`config.mk`:
```
export PLATFORM = sky130hd
export DESIGN_NAME = track_mixer
export DESIGN_NICKNAME = d
export VERILOG_FILES = /design/src/rtl/track_mixer.sv
export SDC_FILE = /design/constraint.sdc
export NUM_CORES = 1
export LEC_CHECK = 0
export ABC_AREA = 1
export CAP_MARGIN = 30
export CORE_ASPECT_RATIO = 1.1
export CORE_MARGIN = 2
export CORE_UTILIZATION = 55
export CTS_CLUSTER_SIZE = 12
export DETAILED_ROUTE_END_ITERATION = 10
export PLACE_DENSITY_LB_ADDON = 0.3
export SLEW_MARGIN = 20
export SYNTH_ARGS = -nofsm -noshare
export SYNTH_HDL_FRONTEND = slang
export SYNTH_SLANG_ARGS = --single-unit
export TNS_END_PERCENT = 50
```
`constraint.sdc`:
```
create_clock -name clk -period 2.9 [get_ports clk]
set_input_delay 0.29 -clock clk [delete_from_list [all_inputs] [get_ports clk]]
set_output_delay 0.29 -clock clk [all_outputs]
set_load 0.01 [all_outputs]
```
`src/rtl/track_mixer.sv`:
```
// ---------------------------------------------------------------------------
// track_mixer
//
// Time-multiplexed mixer sitting between the per-track tone generators and
// the output channel. On each amplitude-update strobe (wgEn) it snapshots
// every track's sign/magnitude sample and accumulates them sequentially, one
// track per clock, into a two's complement accumulator. The sum is then
// attenuated by 2^SHIFT (truncating toward zero), saturated to 255 and
// converted back to sign/magnitude. Output latency is NUM_INPUTS+1 clocks
// after the strobe edge.
//
// Parameters:
//   NUM_INPUTS  number of tracks mixed (>= 1, NUM_INPUTS+2 < 256)
//   SHIFT       post-sum attenuation, magnitude divided by 2^SHIFT (0..4)
//
// Ports:
//   clk           system clock
//   reset         asynchronous, active-high reset
//   wgEn          amplitude-update strobe, one clk wide
//   sign          per-track sign, 1 = negative
//   magnitude     per-track unsigned 8-bit magnitude
//   muteMask      per-track mute, 1 = track contributes 0 (MIXER_MUTE_EN only)
//   outSign       mixed sign, 1 = negative (never set for a zero result)
//   outMagnitude  mixed unsigned magnitude
//   done          one-cycle pulse when outSign/outMagnitude update
//   clip          one-cycle pulse with done when saturation occurred
//   overrun       sticky flag, wgEn arrived while a mix was in progress
//
// Optional feature macro: MIXER_MUTE_EN (adds the muteMask input).
// ---------------------------------------------------------------------------
module track_mixer #(
    parameter int NUM_INPUTS = 4,
    parameter int SHIFT      = 1
) (
    input  logic                       clk,
    input  logic                       reset,
    input  logic                       wgEn,
    input  logic [NUM_INPUTS-1:0]      sign,
    input  logic [NUM_INPUTS-1:0][7:0] magnitude,
`ifdef MIXER_MUTE_EN
    input  logic [NUM_INPUTS-1:0]      muteMask,
`endif
    output logic                       outSign,
    output logic [7:0]                 outMagnitude,
    output logic                       done,
    output logic                       clip,
    output logic                       overrun
);

    localparam int ACC_W = 9 + $clog2(NUM_INPUTS);
    localparam int IDX_W = (NUM_INPUTS > 1) ? $clog2(NUM_INPUTS) : 1;
    localparam logic [IDX_W-1:0] LAST_IDX = IDX_W'(NUM_INPUTS - 1);
    localparam logic [ACC_W-1:0] MAX_MAG  = ACC_W'(255);

    // The whole mix must finish inside one 256-cycle amplitude period.
    if (NUM_INPUTS < 1 || NUM_INPUTS + 2 >= 256) begin : gBadNumInputs
        $error("track_mixer: NUM_INPUTS must be >= 1 and NUM_INPUTS+2 < 256");
    end
    if (SHIFT < 0 || SHIFT > 4) begin : gBadShift
        $error("track_mixer: SHIFT must be in 0..4");
    end

    typedef enum logic [1:0] {
        IDLE  = 2'd0,
        ACCUM = 2'd1,
        SCALE = 2'd2
    } mixState_t;

    mixState_t                  state_q, state_d;
    logic [NUM_INPUTS-1:0]      signSnap_q, signSnap_d;
    logic [NUM_INPUTS-1:0][7:0] magSnap_q, magSnap_d;
`ifdef MIXER_MUTE_EN
    logic [NUM_INPUTS-1:0]      muteSnap_q, muteSnap_d;
`endif
    logic [ACC_W-1:0]           acc_q, acc_d;
    logic [IDX_W-1:0]           idx_q, idx_d;
    logic                       outSign_q, outSign_d;
    logic [7:0]                 outMag_q, outMag_d;
    logic                       done_q, done_d;
    logic                       clip_q, clip_d;
    logic                       overrun_q, overrun_d;

    logic [ACC_W-1:0]           trackVal;
    logic [ACC_W-1:0]           absAcc;
    logic [ACC_W-1:0]           scaled;

    // Sign-extended contribution of the snapshot track currently selected by
    // the index. Negating a zero magnitude yields zero, so "-0" adds nothing.
    always_comb begin
        trackVal = {{(ACC_W-8){1'b0}}, magSnap_q[idx_q]};
        if (signSnap_q[idx_q]) begin
            trackVal = -trackVal;
        end
`ifdef MIXER_MUTE_EN
        if (muteSnap_q[idx_q]) begin
            trackVal = '0;
        end
`endif
    end

    // Magnitude of the finished sum, attenuated. Shifting the absolute value
    // (rather than the signed sum) truncates toward zero for both signs.
    always_comb begin
        absAcc = acc_q[ACC_W-1] ? -acc_q : acc_q;
        scaled = absAcc >> SHIFT;
    end

    // Next-state and output logic for the snapshot / accumulate / scale
    // sequence. done and clip default low so they only pulse for one cycle.
    always_comb begin
        state_d    = state_q;
        signSnap_d = signSnap_q;
        magSnap_d  = magSnap_q;
`ifdef MIXER_MUTE_EN
        muteSnap_d = muteSnap_q;
`endif
        acc_d      = acc_q;
        idx_d      = idx_q;
        outSign_d  = outSign_q;
        outMag_d   = outMag_q;
        done_d     = 1'b0;
        clip_d     = 1'b0;
        overrun_d  = overrun_q;

        // A strobe during a mix is dropped but remembered until reset.
        if (wgEn && (state_q != IDLE)) begin
            overrun_d = 1'b1;
        end

        case (state_q)
            IDLE: begin
                if (wgEn) begin
                    signSnap_d = sign;
                    magSnap_d  = magnitude;
`ifdef MIXER_MUTE_EN
                    muteSnap_d = muteMask;
`endif
                    acc_d      = '0;
                    idx_d      = '0;
                    state_d    = ACCUM;
                end
            end
            ACCUM: begin
                acc_d = acc_q + trackVal;
                idx_d = idx_q + IDX_W'(1);
                if (idx_q == LAST_IDX) begin
                    state_d = SCALE;
                end
            end
            SCALE: begin
                done_d = 1'b1;
                if (scaled > MAX_MAG) begin
                    outMag_d = 8'd255;
                    clip_d   = 1'b1;
                end else begin
                    outMag_d = scaled[7:0];
                end
                // A result that scales to zero is reported as positive.
                outSign_d = acc_q[ACC_W-1] && (scaled != '0);
                state_d   = IDLE;
            end
            default: begin
                state_d = IDLE;
            end
        endcase
    end

    // State and datapath registers; reset aborts any mix in progress.
    always_ff @(posedge clk or posedge reset) begin
        if (reset) begin
            state_q    <= IDLE;
            signSnap_q <= '0;
            magSnap_q  <= '0;
`ifdef MIXER_MUTE_EN
            muteSnap_q <= '0;
`endif
            acc_q      <= '0;
            idx_q      <= '0;
            outSign_q  <= 1'b0;
            outMag_q   <= 8'd0;
            done_q     <= 1'b0;
            clip_q     <= 1'b0;
            overrun_q  <= 1'b0;
        end else begin
            state_q    <= state_d;
            signSnap_q <= signSnap_d;
            magSnap_q  <= magSnap_d;
`ifdef MIXER_MUTE_EN
            muteSnap_q <= muteSnap_d;
`endif
            acc_q      <= acc_d;
            idx_q      <= idx_d;
            outSign_q  <= outSign_d;
            outMag_q   <= outMag_d;
            done_q     <= done_d;
            clip_q     <= clip_d;
            overrun_q  <= overrun_d;
        end
    end

    assign outSign      = outSign_q;
    assign outMagnitude = outMag_q;
    assign done         = done_q;
    assign clip         = clip_q;
    assign overrun      = overrun_q;

endmodule

```
==> impl_metrics.ini, run 1 <==
[status]
outcome = finished clean

[drt]
wl_met1_um = 3390
vias = 3316
drc = 0
viasPerCell = 5.25
top_layer_used = met4
first_iter_violations = 177
drt_pre_antenna_iters = 5
ant_nets = 0
wl_met3_um = 369
routed_wl_um = 8270
post_drt_wl_per_cell_um = 13.1
met2_length_um = 4320

[setup_path]
crit_top_cell = nand2_1
crit_required_ns = 3.16
cp_top_family = compound AO/OA/AOI/OAI gates
path_cells = buf_4 > inv_4 > nand2_1 > nand3_1 > nand2_2 > ha_4 > inv_1 > nand2_1 > xor2_1 > ha_1 > a21oi_1 > o21ai_2 > a21oi_2 > o21bai_1 > nand2_1 > nand2_1 > o22ai_1
worst_setup_path_end_kind = flop
cp_max_fo = 11
crit_buf_inv = 3
crit_slowest_cell = dfrtp_2
cp_slowest_stage_delay_ns = 0.44
crit_type = flop to flop
start_kind = flop
cp.arrival_ns = 3.02

[worst_hold_path]
hp-class = input port to asynchronous set/reset pin

[final_layout]
final_nets = 598
layout_common_cells = 183 x nand2_1, 61 x dfrtp_1, 50 x clkdlybuf4s50_1
drive_gt1_share_pct = 12.4
multi_input_area_mm2 = 0.00188
seqCellArea_mm2 = 0.00158
n_fill_cell = 547
area_delta_synth_final_pct = 23.2
layout_commonest_cell = nand2_1
stdcell_count = 632
antenna_cells = 0

[global_route]
grt_overflow_total = 0
grt_pass1_wl_um = 14000
antenna_found_initial = 0
grt_usage_pct = 24.5
first_global_vias = 3231
grt_start_max_net_pins = 41

[logic_synthesis]
ys_warn_count = 0
yosys.area_share.xor_xnor_pct = 2.14
netlist_area_mm2 = 0.00368
synth_mux_area_share_pct = 0
syn_nets = 545
synth_compound_area_share_pct = 9.04
synthAdderAreaFrac_pct = 4.96
ys_seq_elements = 63
seq_area_frac_synth_pct = 42.8
synth-simple-area-share_pct = 33.0
synth_cells = 492
synth_top_family_by_area = simple AND/OR/NAND/NOR gates
syn_avg_cell_area_um2 = 7.48
synth.distinct_cells = 31

[die]
die_height_um = 89.8
die_area_mm2 = 0.00736
coreArea_mm2 = 0.00652
rows = 31
ioPinCount = 51
start_util_pct = 56.5
die_w_um = 82.0

[placement]
globalplace.congestion = 0.856
dp.cells = 615
io_buffers = 50
post-dp-hpwl_um = 6120

[timing]
maxSlewViolCount = 0
worstMarginPinSlew_ns = 0.662
period_minus_slack_ns = 2.76
fmax_ghz = 0.363
relSlewSlack_pct = 55.7
grt_setup_unrepaired = yes
hold_viol = 0
fin_crit_sh_pct = 95.0
final-setup-viol-count = 0
skew_ns = 0.0108

[clock_network]
cts_tree = yes
clk_path_buf_depth = 2
h-tree-depth = 3
cts.sinks = 63
clockRootBuffer = clkbuf_8
clk_pin_slew_ns = 0.08
cts_buffers = 9
clkLatencyLatePin_ns = 0.35

[flow_run]
drv_cap = 0
-- registers in the layout, summed over array words and instances, names as in the netlist --
register and flops:
acc_q 11, outMagnitude 8, outSign 1, idx_q 2, overrun 1, state_q 2, magSnap_q 32, signSnap_q 4
done 1, clip 1
-- cells by family after synthesis --
| family | after synthesis |
|---|---|
| AO/OA/AOI/OAI | 59 |
| adder cells (fa/ha/maj) | 14 |
| XOR/XNOR | 9 |
| AND/OR/NAND/NOR | 279 |
| flip-flops | 63 |
| buffers and inverters | 68 |
-- final timing paths --
kind | startpoint | to | slack (ns) | depth (start not counted)
worst max-delay path | idx_q[0]$_DFFE_PP0P_ | acc_q[7]$_DFFE_PP0P_ | 0.14 | 17
worst min-delay path | reset | outSign$_DFFE_PP0P_ | 0.34 | 2
worst max register to register | idx_q[0]$_DFFE_PP0P_ | acc_q[7]$_DFFE_PP0P_ | 0.14 | 17
worst min register to register | magSnap_q[11]$_DFFE_PP0P_ | magSnap_q[11]$_DFFE_PP0P_ | 0.48 | 2
max in group asynchronous | reset | idx_q[1]$_DFFE_PP0P_ | 1.94 | 3
min in group clk | magnitude[4] | magSnap_q[4]$_DFFE_PP0P_ | 0.47 | 3
-- worst register-to-register path, cell delays in order (launching register included) --
cell      delay, ns
dfrtp_2        0.44
buf_4          0.16
inv_4          0.12
nand2_1        0.06
nand3_1        0.08
nand2_2        0.12
ha_4           0.19
inv_1          0.07
nand2_1        0.06
xor2_1         0.15
ha_1           0.33
a21oi_1        0.26
o21ai_2        0.12
a21oi_2        0.15
o21bai_1       0.11
nand2_1        0.07
nand2_1        0.05
o22ai_1        0.13
-- Yosys cell counts, drive strengths merged --
library cell / instances / share of area, %
ha: 13 / 4.4
xnor2: 4 / 0.95
nand3b: 3 / 0.61
inv: 52 / 5.4
nor2: 25 / 2.6
nor3: 2 / 0.41
dfrtp: 63 / 43
nand3: 46 / 7.3
o211ai: 2 / 0.68
o21bai: 2 / 0.41
a31oi: 2 / 0.34
a21oi: 14 / 1.9
buf: 8 / 1.8
o22ai: 9 / 1.5
and2: 1 / 0.17
o21ai: 30 / 4.2
nand4: 4 / 0.68
fa: 1 / 0.54
xor2: 5 / 1.2
clkbuf: 8 / 0.82
nand2: 198 / 21
-- layout make-up --
| cell class | instances | share of cell area [%] |
|---|---|---|
| Clock buffer | 10 | 3.04 |
| Clock inverter | 6 | 1.32 |
| Multi-Input combinational cell | 361 | 41.6 |
| Sequential cell | 63 | 34.8 |
| Tap cell | 82 | 2.26 |
| Timing Repair Buffer | 58 | 12.6 |
| Inverter | 52 | 4.36 |
-- stage by stage --
step / hold slack [ns] / setup WS, ns / TNS (ns) / util (%) / instance area (um^2)
finish: 0.339 / 0.144 / 0 / 69.6 / 4530
CTS: 0.355 / 0.0296 / 0 / 68.3 / 4450
global route: 0.390 / -0.0554 / -0.0797 / 69.6 / 4530
detailed placement: 0.467 / -0.0342 / -0.0342 / 65.2 / 4250
global placement: 0.463 / 0.0764 / 0 / 65.2 / 4250
floorplan: 0.400 / 0.356 / 0 / - / 3680
-- timing repair --
| item | in CTS | in global routing |
|---|---|---|
| pin swaps | 0 | 6 |
| resized for setup | 2 | 18 |
| setup endpoints to repair | 1 | 6 |
| setup buffers | 0 | 1 |
| hold buffers | 0 | 0 |
-- per-layer routing --
metal / GRT usage [%] / up-vias
li1: - / 1677
met1: 29.2 / 1522
met2: 41.3 / 101
met3: 4.82 / 16
met4: 11.5 / 0
met5: 0 / -
Power of run 1 is not shown: default switching activity piles up to over one toggle a cycle in this logic, so the estimate is an artifact.
==> run 2: changes to the inputs <==
--- a/constraint.sdc
+++ b/constraint.sdc
@@ -3,2 +3,2 @@
 set_output_delay 0.29 -clock clk [all_outputs]
-set_load 0.01 [all_outputs]
+set_load 0.05 [all_outputs]
==> results of run 2 <==
Final layout, timing and power as in run 1 (identical DEF).
Power of run 2 is left out for the same reason.
==> run 3: changes to the inputs <==
Settings changed: RECOVER_POWER set to 50, SLEW_MARGIN 20 to not set.
==> run 3 against run 2 <==
Worst hold slack improved by 0.13 ns. Sequential cell count unchanged. Clock-buffer cell count stayed put. Fmax increased by 0.53%. Register-to-register slack barely moved. Worst setup slack better by 0.015 ns. Routed wire length is essentially flat. Global-route usage is the same. Non-clock buffer count unchanged. Critical endpoint is now acc_q[8]$_DFFE_PP0P_. Largest cell class unchanged.
==> impl_metrics.ini, run 3 (synthesis gave the netlist of run 1 again) <==
[drt]
routed_wl_um = 8270
met2_length_um = 4320
drt_pre_antenna_iters = 5
wl_met3_um = 371
ant_nets = 0
wl_met1_um = 3380
first_iter_violations = 174
drc = 0
vias = 3312
viasPerCell = 5.24
post_drt_wl_per_cell_um = 13.1
top_layer_used = met4

[final_layout]
fin_util_pct = 69.3
antenna_cells = 0
final_nets = 598
area_delta_synth_final_pct = 22.7
layout_commonest_cell = nand2_1
top_register = magSnap_q
drive_gt1_share_pct = 12.0
layout_common_cells = 183 x nand2_1, 61 x dfrtp_1, 49 x inv_1, 49 x clkdlybuf4s50_1, 38 x nand3_1
largest_reg_flops = 32

[setup_path]
cp_max_fo = 11
cp-endpoint = acc_q[8]$_DFFE_PP0P_
cp.arrival_ns = 2.97
worst_setup_path_end_kind = flop
crit_required_ns = 3.13
crit_type = flop to flop
r2r_cells = 17
r2r-end = acc_q[8]$_DFFE_PP0P_
crit_start = idx_q[0]$_DFFE_PP0P_
rr_startpoint = idx_q[0]$_DFFE_PP0P_
start_kind = flop
ff2ff_setup_slack_ns = 0.16

[global_route]
first_global_vias = 3231
antenna_found_initial = 0
grt_pass1_wl_um = 14000
grt_overflow_total = 0
grt_start_max_net_pins = 41
grt_usage_pct = 24.5

[timing]
period_minus_slack_ns = 2.74
relSlewSlack_pct = 1.71
skew_ns = 0.0101
worstMarginPinSlew_ns = 1.47
hold_viol = 0
fmax_ghz = 0.365
final-setup-viol-count = 0
grt_setup_unrepaired = yes
maxSlewViolCount = 0
fin_crit_sh_pct = 94.5
fin_tns_setup_ns = 0

[placement]
io_buffers = 50
globalplace.congestion = 0.856
post-dp-hpwl_um = 6120

[clock_network]
clockRootBuffer = clkbuf_8
cts_buffers = 9
cts.sinks = 63
h-tree-depth = 3
clkLatencyLatePin_ns = 0.35
clk_path_buf_depth = 2
clk_pin_slew_ns = 0.07
cts_tree = yes

[die]
die_height_um = 89.8
ioPinCount = 51
coreArea_mm2 = 0.00652
die_w_um = 82.0
die_area_mm2 = 0.00736
start_util_pct = 56.5
rows = 31

[flow_run]
drv_cap = 0

[worst_hold_path]
hp-class = input port to flop

[status]
outcome = finished clean
==> run 3: cell types whose count changed in the layout (fill, tap and decap cells not counted) <==
cell / change
inv_2: -1
buf_12: -1
clkbuf_1: +1
clkdlybuf4s50_1: -1
inv_1: +1
clkbuf_2: +1
buf_4: -1
dlygate4sd3_1: +1
==> run 3: worst min path at each step <==
| stage | start | end | slack, ns | cells past startpoint |
|---|---|---|---|---|
| after CTS | reset | done$_DFF_PP0_ | 0.36 | 2 |
| after global routing | sign[2] | signSnap_q[2]$_DFFE_PP0P_ | 0.48 | 3 |
| final | magnitude[4] | magSnap_q[4]$_DFFE_PP0P_ | 0.47 | 3 |
| after floorplan | magnitude[10] | magSnap_q[10]$_DFFE_PP0P_ | 0.40 | 2 |
| after global placement | overrun$_DFFE_PP0P_ | overrun$_DFFE_PP0P_ | 0.46 | 1 |
| after detailed placement | magSnap_q[15]$_DFFE_PP0P_ | magSnap_q[15]$_DFFE_PP0P_ | 0.47 | 2 |
==> run 3: what timing repair did <==
action / CTS / global route
hold buffers: 0 / 0
setup buffers: 0 / 1
pin swaps: 0 / 6
resized for setup: 2 / 18
endpoints found under the setup margin: 1 / 6
==> run 3: worst max-delay path, cell delays in order (launching register included) <==
cell,delay [ns]
dfrtp_2,0.44
buf_4,0.16
inv_4,0.12
nand2_1,0.06
nand3_1,0.08
nand2_2,0.12
ha_4,0.19
inv_1,0.07
nand2_1,0.06
xor2_1,0.15
ha_1,0.34
nand2_1,0.11
o21ai_2,0.16
inv_1,0.08
o21ai_2,0.15
nand2_1,0.09
a21oi_1,0.14
o22ai_1,0.09
==> run 3: layout make-up <==
class	count	area [um^2]
Clock buffer	10	138
Clock inverter	6	60.1
Fill cell	550	2000
Inverter	52	198
Multi-Input combinational cell	361	1880
Sequential cell	63	1580
Tap cell	82	103
Timing Repair Buffer	58	554
==> run 3: routing by layer <==
metal  vias up  track usage [%]
met5         -                0
met2        93             41.3
li1       1675                -
met4         0             11.5
met1      1525             29.2
met3        19             4.82
==> run 3: stage by stage <==
step                hold WS (ns)  worst slack, ns  instances  area [um^2]
finish                     0.467            0.159        632         4520
global route               0.480          -0.0554        632         4520
CTS                        0.355           0.0296        631         4450
detailed placement         0.467          -0.0342        615         4250
global placement           0.463           0.0764        615         4250
floorplan                  0.400            0.356        492         3680
Power of run 3 is left out for the same reason.
